$ cat config.mk
export PLATFORM = sky130hd
export DESIGN_NAME = serial_sub
export DESIGN_NICKNAME = d
export VERILOG_FILES = /design/src/rtl/serial_sub_pkg.sv /design/src/rtl/serial_sub_full_sub.sv /design/src/rtl/serial_sub.sv
export SDC_FILE = /design/constraint.sdc
export NUM_CORES = 1
export LEC_CHECK = 0
export ABC_AREA = 1
export CAP_MARGIN = 30
export CORE_UTILIZATION = 51
export DETAILED_ROUTE_END_ITERATION = 10
export GPL_TIMING_DRIVEN = 0
export HOLD_SLACK_MARGIN = 0.15
export MAX_ROUTING_LAYER = met4
export PLACE_DENSITY = 0.78
export SYNTH_ARGS = -nofsm -noshare
export SYNTH_HDL_FRONTEND = slang
export SYNTH_SLANG_ARGS = --single-unit
export TNS_END_PERCENT = 100
$ cat constraint.sdc
create_clock -name clk -period 2 [get_ports clk]
set_input_delay 0.3 -clock clk [delete_from_list [all_inputs] [get_ports clk]]
set_output_delay 0.3 -clock clk [all_outputs]
set_load 0.02 [all_outputs]
$ cat src/rtl/serial_sub_pkg.sv
// Shared definitions for the bit-serial subtractor: FSM state encoding and default width.
package serial_sub_pkg;

  localparam int ALU_WIDTH = 8;

  typedef enum logic [1:0] {
    S_IDLE = 2'd0,
    S_RUN  = 2'd1,
    S_DONE = 2'd2
  } state_t;

endpackage

$ cat src/rtl/serial_sub_full_sub.sv
// Single-bit full subtractor cell, the mirror of the ALU's full adder cell.
module full_sub (
  input  logic a,
  input  logic b,
  input  logic Bin,
  output logic out,
  output logic Bout
);

  assign out  = a ^ b ^ Bin;
  assign Bout = (~a & b) | (~(a ^ b) & Bin);

endmodule

$ cat src/rtl/serial_sub.sv
// Bit-serial LSB-first subtractor: out = a - b - Bin over WIDTH cycles using one full_sub cell.
module serial_sub
  import serial_sub_pkg::*;
#(
  parameter int WIDTH = ALU_WIDTH
) (
  input  logic             clk,
  input  logic             rst,
  input  logic             start,
  input  logic [WIDTH-1:0] a,
  input  logic [WIDTH-1:0] b,
  input  logic             Bin,
  output logic             busy,
  output logic             done,
  output logic [WIDTH-1:0] out,
  output logic             Bout,
  output state_t           dbg_state
);

  localparam int CW = $clog2(WIDTH) + 1;

  // Handshake: start is accepted only in IDLE; busy is high for the WIDTH cycles
  // of RUN; done pulses for one cycle when out/Bout become valid; out/Bout then
  // hold until the next completion.
  state_t           state;
  logic [WIDTH-1:0] a_sr;
  logic [WIDTH-1:0] b_sr;
  logic [WIDTH-1:0] res;
  logic             brw;
  logic [CW-1:0]    cnt;
  logic             d;
  logic             brw_next;

  full_sub u_cell (
    .a    (a_sr[0]),
    .b    (b_sr[0]),
    .Bin  (brw),
    .out  (d),
    .Bout (brw_next)
  );

  assign dbg_state = state;

  always_ff @(posedge clk or posedge rst) begin
    if (rst) begin
      state <= S_IDLE;
      a_sr  <= '0;
      b_sr  <= '0;
      res   <= '0;
      brw   <= 1'b0;
      cnt   <= '0;
      busy  <= 1'b0;
      done  <= 1'b0;
      out   <= '0;
      Bout  <= 1'b0;
    end else begin
      case (state)
        S_IDLE: begin
          done <= 1'b0;
          if (start) begin
            a_sr  <= a;
            b_sr  <= b;
            brw   <= Bin;
            res   <= '0;
            cnt   <= '0;
            busy  <= 1'b1;
            state <= S_RUN;
          end
        end
        S_RUN: begin
          a_sr <= a_sr >> 1;
          b_sr <= b_sr >> 1;
          brw  <= brw_next;
          res  <= {d, res[WIDTH-1:1]};
          cnt  <= cnt + CW'(1);
          // The last bit publishes the full result; out never shows partial values.
          if (cnt == CW'(WIDTH - 1)) begin
            out   <= {d, res[WIDTH-1:1]};
            Bout  <= brw_next;
            busy  <= 1'b0;
            done  <= 1'b1;
            state <= S_DONE;
          end
        end
        S_DONE: begin
          done  <= 1'b0;
          state <= S_IDLE;
        end
        default: begin
          busy  <= 1'b0;
          done  <= 1'b0;
          state <= S_IDLE;
        end
      endcase
    end
  end

endmodule

==> results of run 1 <==
==> cell families (layout without fill, tap and decap cells) <==
logic type,Yosys count,after routing,share of synthesized area
AO/OA/AOI/OAI,9,9,0.0271
adder cells (fa/ha/maj),2,2,0.0181
buffers and inverters,26,65,0.0723
flip-flops,41,41,0.570
AND/OR/NAND/NOR,126,126,0.313
==> area by class of cell <==
cell class / count / share of cell area
Tap cell: 46 / 0.0256
Inverter: 16 / 0.0267
Timing Repair Buffer: 32 / 0.142
Buffer: 10 / 0.0311
Multi-Input combinational cell: 137 / 0.286
Clock buffer: 5 / 0.0167
Clock inverter: 2 / 0.0156
Sequential cell: 41 / 0.456
==> worst reg2reg max path, delay by kind of cell, from the launching register on <==
kind | cells | cell delay, ps
flip-flops | 1 | 450
AND/OR/NAND/NOR | 5 | 510
adder cells (fa/ha/maj) | 1 | 220
==> registers in the layout, indices dropped and copies added, names as in the netlist <==
register and cells:
Bout 1, dbg_state 2, out 8, res 7, b_sr 8, cnt 4, a_sr 8, brw 1
done 1, busy 1
==> per-stage QoR <==
stage | power, mW | area [sq um] | TNS (ps) | hold WS, ps
floorplan | 2.39 | 1800 | 0 | 410
global placement | 2.85 | 2180 | -3570 | 452
detailed placement | 2.90 | 2180 | 0 | 458
CTS | 3.42 | 2250 | 0 | 452
global route | 3.66 | 2250 | 0 | 493
finish | 3.39 | 2250 | 0 | 424
==> layout by cell type (no fill, tap or decap), types with 2 or more instances in the layout <==
master / synthesis / routed
buf_2: 5 / 5
buf_4: 3 / 3
buf_6: 2 / 2
clkbuf_4: 0 / 5
clkdlybuf4s50_1: 0 / 32
dfrtp_1: 41 / 41
inv_1: 13 / 12
inv_2: 3 / 4
nand2_1: 65 / 65
nand2_2: 4 / 4
nand3_1: 49 / 49
nor2_1: 4 / 4
o21ai_1: 5 / 5
o22ai_1: 3 / 3
==> power breakdown <==
part | total, mW | internal (mW) | switching [mW]
sequential | 1.41 | 1.19 | 0.225
clock | 0.513 | 0.255 | 0.259
combinational | 1.47 | 0.625 | 0.841
total | 3.39 | 2.07 | 1.32
==> worst max path at each step <==
stage,startpoint,to,slack [ps],cells past startpoint
after detailed placement,start,b_sr[2]$_DFFE_PP0P_,500,6
after floorplan,rst,Bout$_DFFE_PP0P_,750,1
after global placement,rst,dbg_state[0]$_DFFE_PP0P_,-90,2
after CTS,dbg_state[0]$_DFFE_PP0P_,dbg_state[0],270,1
after global routing,dbg_state[0]$_DFFE_PP0P_,dbg_state[0],220,1
final,dbg_state[0]$_DFFE_PP0P_,dbg_state[0],290,1
==> routing by layer <==
metal,share of wire,vias up,global-route usage
li1,-,733,-
met1,0.45,680,0.276
met2,0.49,41,0.334
met3,0.044,5,0.0567
met4,0.014,0,0.0952
met5,0,-,-
==> impl_metrics.csv, run 1 <==
group,metric,value,unit
outcome,outcome,"complete, no violations",
synthesis,syn_area,1800,sq um
critical_path,cp-start-kind,"flop",
die,fp.dieArea,3770,sq um
timing,finalSetupViolations,0,
global_routing,grt_pass1_vias,1324,
cts,clk_latency,350,ps
critical_path,rr_worst_depth,6,
die,start_util,0.535,
route,vias,1459,
global_routing,grt_pass1_wl,5660,microns
timing,rsz0062_at_grt,"no",
synthesis,ys_warn_count,0,
critical_path,rrSetupSlack,720,ps
layout,final_nets,265,
synthesis,synth_cells,204,
die,core_area,3360,sq um
route,wire_per_inst,12.0,microns
critical_path,crit_arrival,1410,ps
timing,slew_viol_final,0,
synthesis,synthTopCellsByCount,"nand2_1, nand3_1, dfrtp_1, inv_1",
global_routing,grt.total_usage,0.219,
critical_path,critPathMaxFanout,4,
die,die_w,61.4,microns
cts,ctsHoldBuffers,0,
critical_path,end_kind,"output port",
synthesis,synth_edf_count,0,
cts,clock-sinks,41,
critical_path,cpPeakStageDelay,630,ps
power_and_ir_drop,power_density,1510,nW/um^2
route,drtIter0Drc,69,
die,dieHeight,61.4,microns
layout,area_growth,25.0,%
die,num_io_pins,33,
placed_design,io_buffers,32,
hold_path,min_path_type,"in -> async",
global_routing,grt_antenna_before_repair,0,
timing,fin_crit_sh,0.856,
layout,multiInputGateArea,644,sq um
synthesis,yosysMostFrequentCell,"nand2_1",
critical_path,r2r-start,"cnt[0]$_DFFE_PP0P_",
cts,post_cts_buffers,0,
power_and_ir_drop,ir_drop,0.899,mV
timing,tightest_slew,815,ps
critical_path,path_buf_inv,1,
cts,cts_max_path_buffers,2,
critical_path,regToRegEndpoint,"Bout$_DFFE_PP0P_",
timing,fmax,584,MHz
cts,cts_root_buffer,"clkbuf_4",
route,drtPass1Iterations,4,
power_and_ir_drop,p_leak,1.12,nW
synthesis,avgSynthCellArea,8.83,sq um
timing,max-slew-margin-rel,0.456,
synthesis,netlist.area_leader.share,0.570,
layout,final_util,0.669,
cts,cts_made_buffers,5,
synthesis,synth_flop_cell,"dfrtp_1",
cts,cts_tree,"built",
timing,hold_violations,0,
placed_design,gp_congestion,0.752,
job,max_cap_violations,0,
critical_path,critPathKind,"reg -> out",
timing,layout_setup_ws,288,ps
synthesis,synth_area_leaders,"dfrtp_1, nand3_1, nand2_1",
cts,cts.reportedPaths.clkPinSlew,120,ps
global_routing,grt_max_degree,42,
layout,drive_gt1_frac,0.115,
layout,fill_cells,320,
cts,htreeDepth,2,
cts,cts.repair.resized,0,
critical_path,crit_chain,"clkdlybuf4s50_1",
critical_path,critical_path_required,1700,ps
synthesis,syn_nets,226,
placed_design,placedCellCount,282,
synthesis,async_reset_ff_frac,1.00,
critical_path,critPathTopFamily,"buffers and inverters",
route,final_antenna_net_count,0,
layout,register_area,1030,sq um
synthesis,synth_area_leader_cell,"dfrtp_1",
timing,fin_worst_skew,5.20,ps
layout,n_antenna_cell,0,
route,drcViolationCount,0,
placed_design,pre_cts_slack,499,ps
placed_design,hpwl,2400,microns
timing,fin_crit,1710,ps
critical_path,crit_slowest_cell,"clkdlybuf4s50_1",
route,vias_per_cell,5.05,
global_routing,grt_overflow,0,
layout,final_cells,289,
synthesis,yosysSeqAreaShare,0.570,
synthesis,ys_ff_latch,41,
synthesis,synth_cell_type_count,19,
route,wl,3470,microns
die,placementRows,21,
No activity file was read; power rests on OpenSTA's default activity.
==> run 2: changes to the inputs <==
- PLACE_DENSITY: 0.78 -> 0.87
==> impl_metrics.csv, run 2 (synthesis results as in run 1) <==
group,metric,value,unit
outcome,outcome,"complete, no violations",
power_and_ir_drop,ir_drop,0.550,mV
critical_path,crit_slowest_cell,"clkdlybuf4s50_1",
critical_path,critical_path_required,1700,ps
cts,htreeDepth,2,
route,wl_met3,151,microns
die,placementRows,21,
cts,cts_tree,"built",
route,drcViolationCount,0,
timing,fin_crit,1730,ps
die,fp.dieArea,3770,sq um
route,vias_per_cell,5.08,
route,drtIter0Drc,50,
timing,hold_violations,0,
global_routing,grt_max_degree,42,
cts,cts.reportedPaths.clkPinSlew,140,ps
job,max_cap_violations,0,
critical_path,crit_arrival,1430,ps
placed_design,hpwl,2450,microns
critical_path,crit_chain,"clkdlybuf4s50_1",
route,wl_met2,1620,microns
timing,tightest_slew,836,ps
route,maxUsedRoutingLayer,"met4",
route,wl_met1,1620,microns
route,vias,1472,
timing,slew_viol_final,0,
cts,clk_latency,370,ps
global_routing,grt_pass1_vias,1349,
cts,clock-sinks,41,
power_and_ir_drop,p_total,3.45,mW
layout,area_growth,25.9,%
cts,cts_max_path_buffers,2,
die,dieHeight,61.4,microns
layout,reg.largest.list,"a_sr x8, b_sr x8, out x8",
critical_path,critPathTopFamily,"buffers and inverters",
timing,finalSetupViolations,0,
layout,final_cells,290,
critical_path,path_buf_inv,1,
placed_design,pre_cts_slack,517,ps
critical_path,end_kind,"output port",
placed_design,io_buffers,32,
route,wl,3440,microns
die,num_io_pins,33,
cts,post_cts_buffers,0,
timing,setup_tns,0,ps
layout,layout_common_cells,"nand2_1, nand3_1, dfrtp_1",
layout,drive_gt1_frac,0.119,
critical_path,cp-start-kind,"flop",
die,die_w,61.4,microns
global_routing,grt_pass1_wl,5900,microns
global_routing,grt.total_usage,0.228,
cts,ctsHoldBuffers,0,
global_routing,grt_antenna_before_repair,0,
power_and_ir_drop,p_leak,1.12,nW
layout,final_util,0.674,
global_routing,grt_overflow,0,
power_and_ir_drop,power_density,1520,nW/um^2
cts,cts.repair.resized,0,
route,drtPass1Iterations,4,
timing,max-slew-margin-rel,0.442,
layout,n_antenna_cell,0,
placed_design,gp_congestion,0.865,
timing,fin_crit_sh,0.866,
die,core_area,3360,sq um
route,wire_per_inst,11.9,microns
layout,final_nets,265,
critical_path,critPathMaxFanout,3,
hold_path,min_path_type,"in -> async",
timing,fmax,577,MHz
timing,rsz0062_at_grt,"no",
critical_path,critPathKind,"reg -> out",
cts,cts_root_buffer,"clkbuf_4",
critical_path,cpPeakStageDelay,630,ps
route,final_antenna_net_count,0,
cts,cts_made_buffers,5,
die,start_util,0.535,
timing,layout_setup_ws,268,ps
placed_design,placedCellCount,282,
timing,fin_worst_skew,24.7,ps
layout,layout_commonest_cell,"nand2_1",
[run 2: changes by cell type in the layout (fill, tap and decap cells not counted)]
cell | before | now
clkinvlp_4 | 0 | 1
clkbuf_8 | 0 | 1
clkinv_2 | 1 | 0
[run 2: layout make-up]
cell class	instances	area [sq um]
plain buffers	10	70.1
clock buffers	6	51.3
clock inverters	2	37.5
fillers	326	1100
inverters	16	60.1
multi-input cells	137	644
flip-flops and latches	41	1030
well taps	46	57.6
repair buffers	32	320
[run 2: where the power goes]
part           total (mW)  internal, mW  switching [mW]  leakage (nW)
Clock               0.577         0.297           0.279        0.0445
Combinational        1.46         0.625           0.835         0.556
Sequential           1.41          1.19           0.223         0.523
[run 2: final timing paths]
kind / start / to / slack, ps / depth (start not counted)
worst max-delay path: dbg_state[1]$_DFFE_PP0P_ / dbg_state[1] / 270 / 1
worst min-delay path: rst / out[5]$_DFFE_PP0P_ / 400 / 2
worst max register to register: cnt[0]$_DFFE_PP0P_ / out[0]$_DFFE_PP0P_ / 730 / 6
worst min register to register: out[1]$_DFFE_PP0P_ / out[1]$_DFFE_PP0P_ / 480 / 2
max in group asynchronous: rst / b_sr[1]$_DFFE_PP0P_ / 1040 / 2
min in group clk: a[4] / a_sr[4]$_DFFE_PP0P_ / 470 / 3
[run 2: routing by layer]
layer	GRT usage	up-vias
li1	-	740
met5	-	-
met4	0.0952	0
met1	0.293	685
met3	0.0714	5
met2	0.335	42
[run 2: through the flow]
step / hold WS [ps] / area, sq um
4_1_cts: 444 / 2270
6_report: 404 / 2270
2_1_floorplan: 410 / 1800
3_5_place_dp: 460 / 2180
3_3_place_gp: 452 / 2180
5_1_grt: 477 / 2270
==> run 3: changes to the inputs <==
- CTS_CLUSTER_DIAMETER: default -> 60
- GPL_ROUTABILITY_DRIVEN: default -> 0
==> results of run 3 <==
Same layout as run 2: the final DEF is identical, and so are final timing and power.
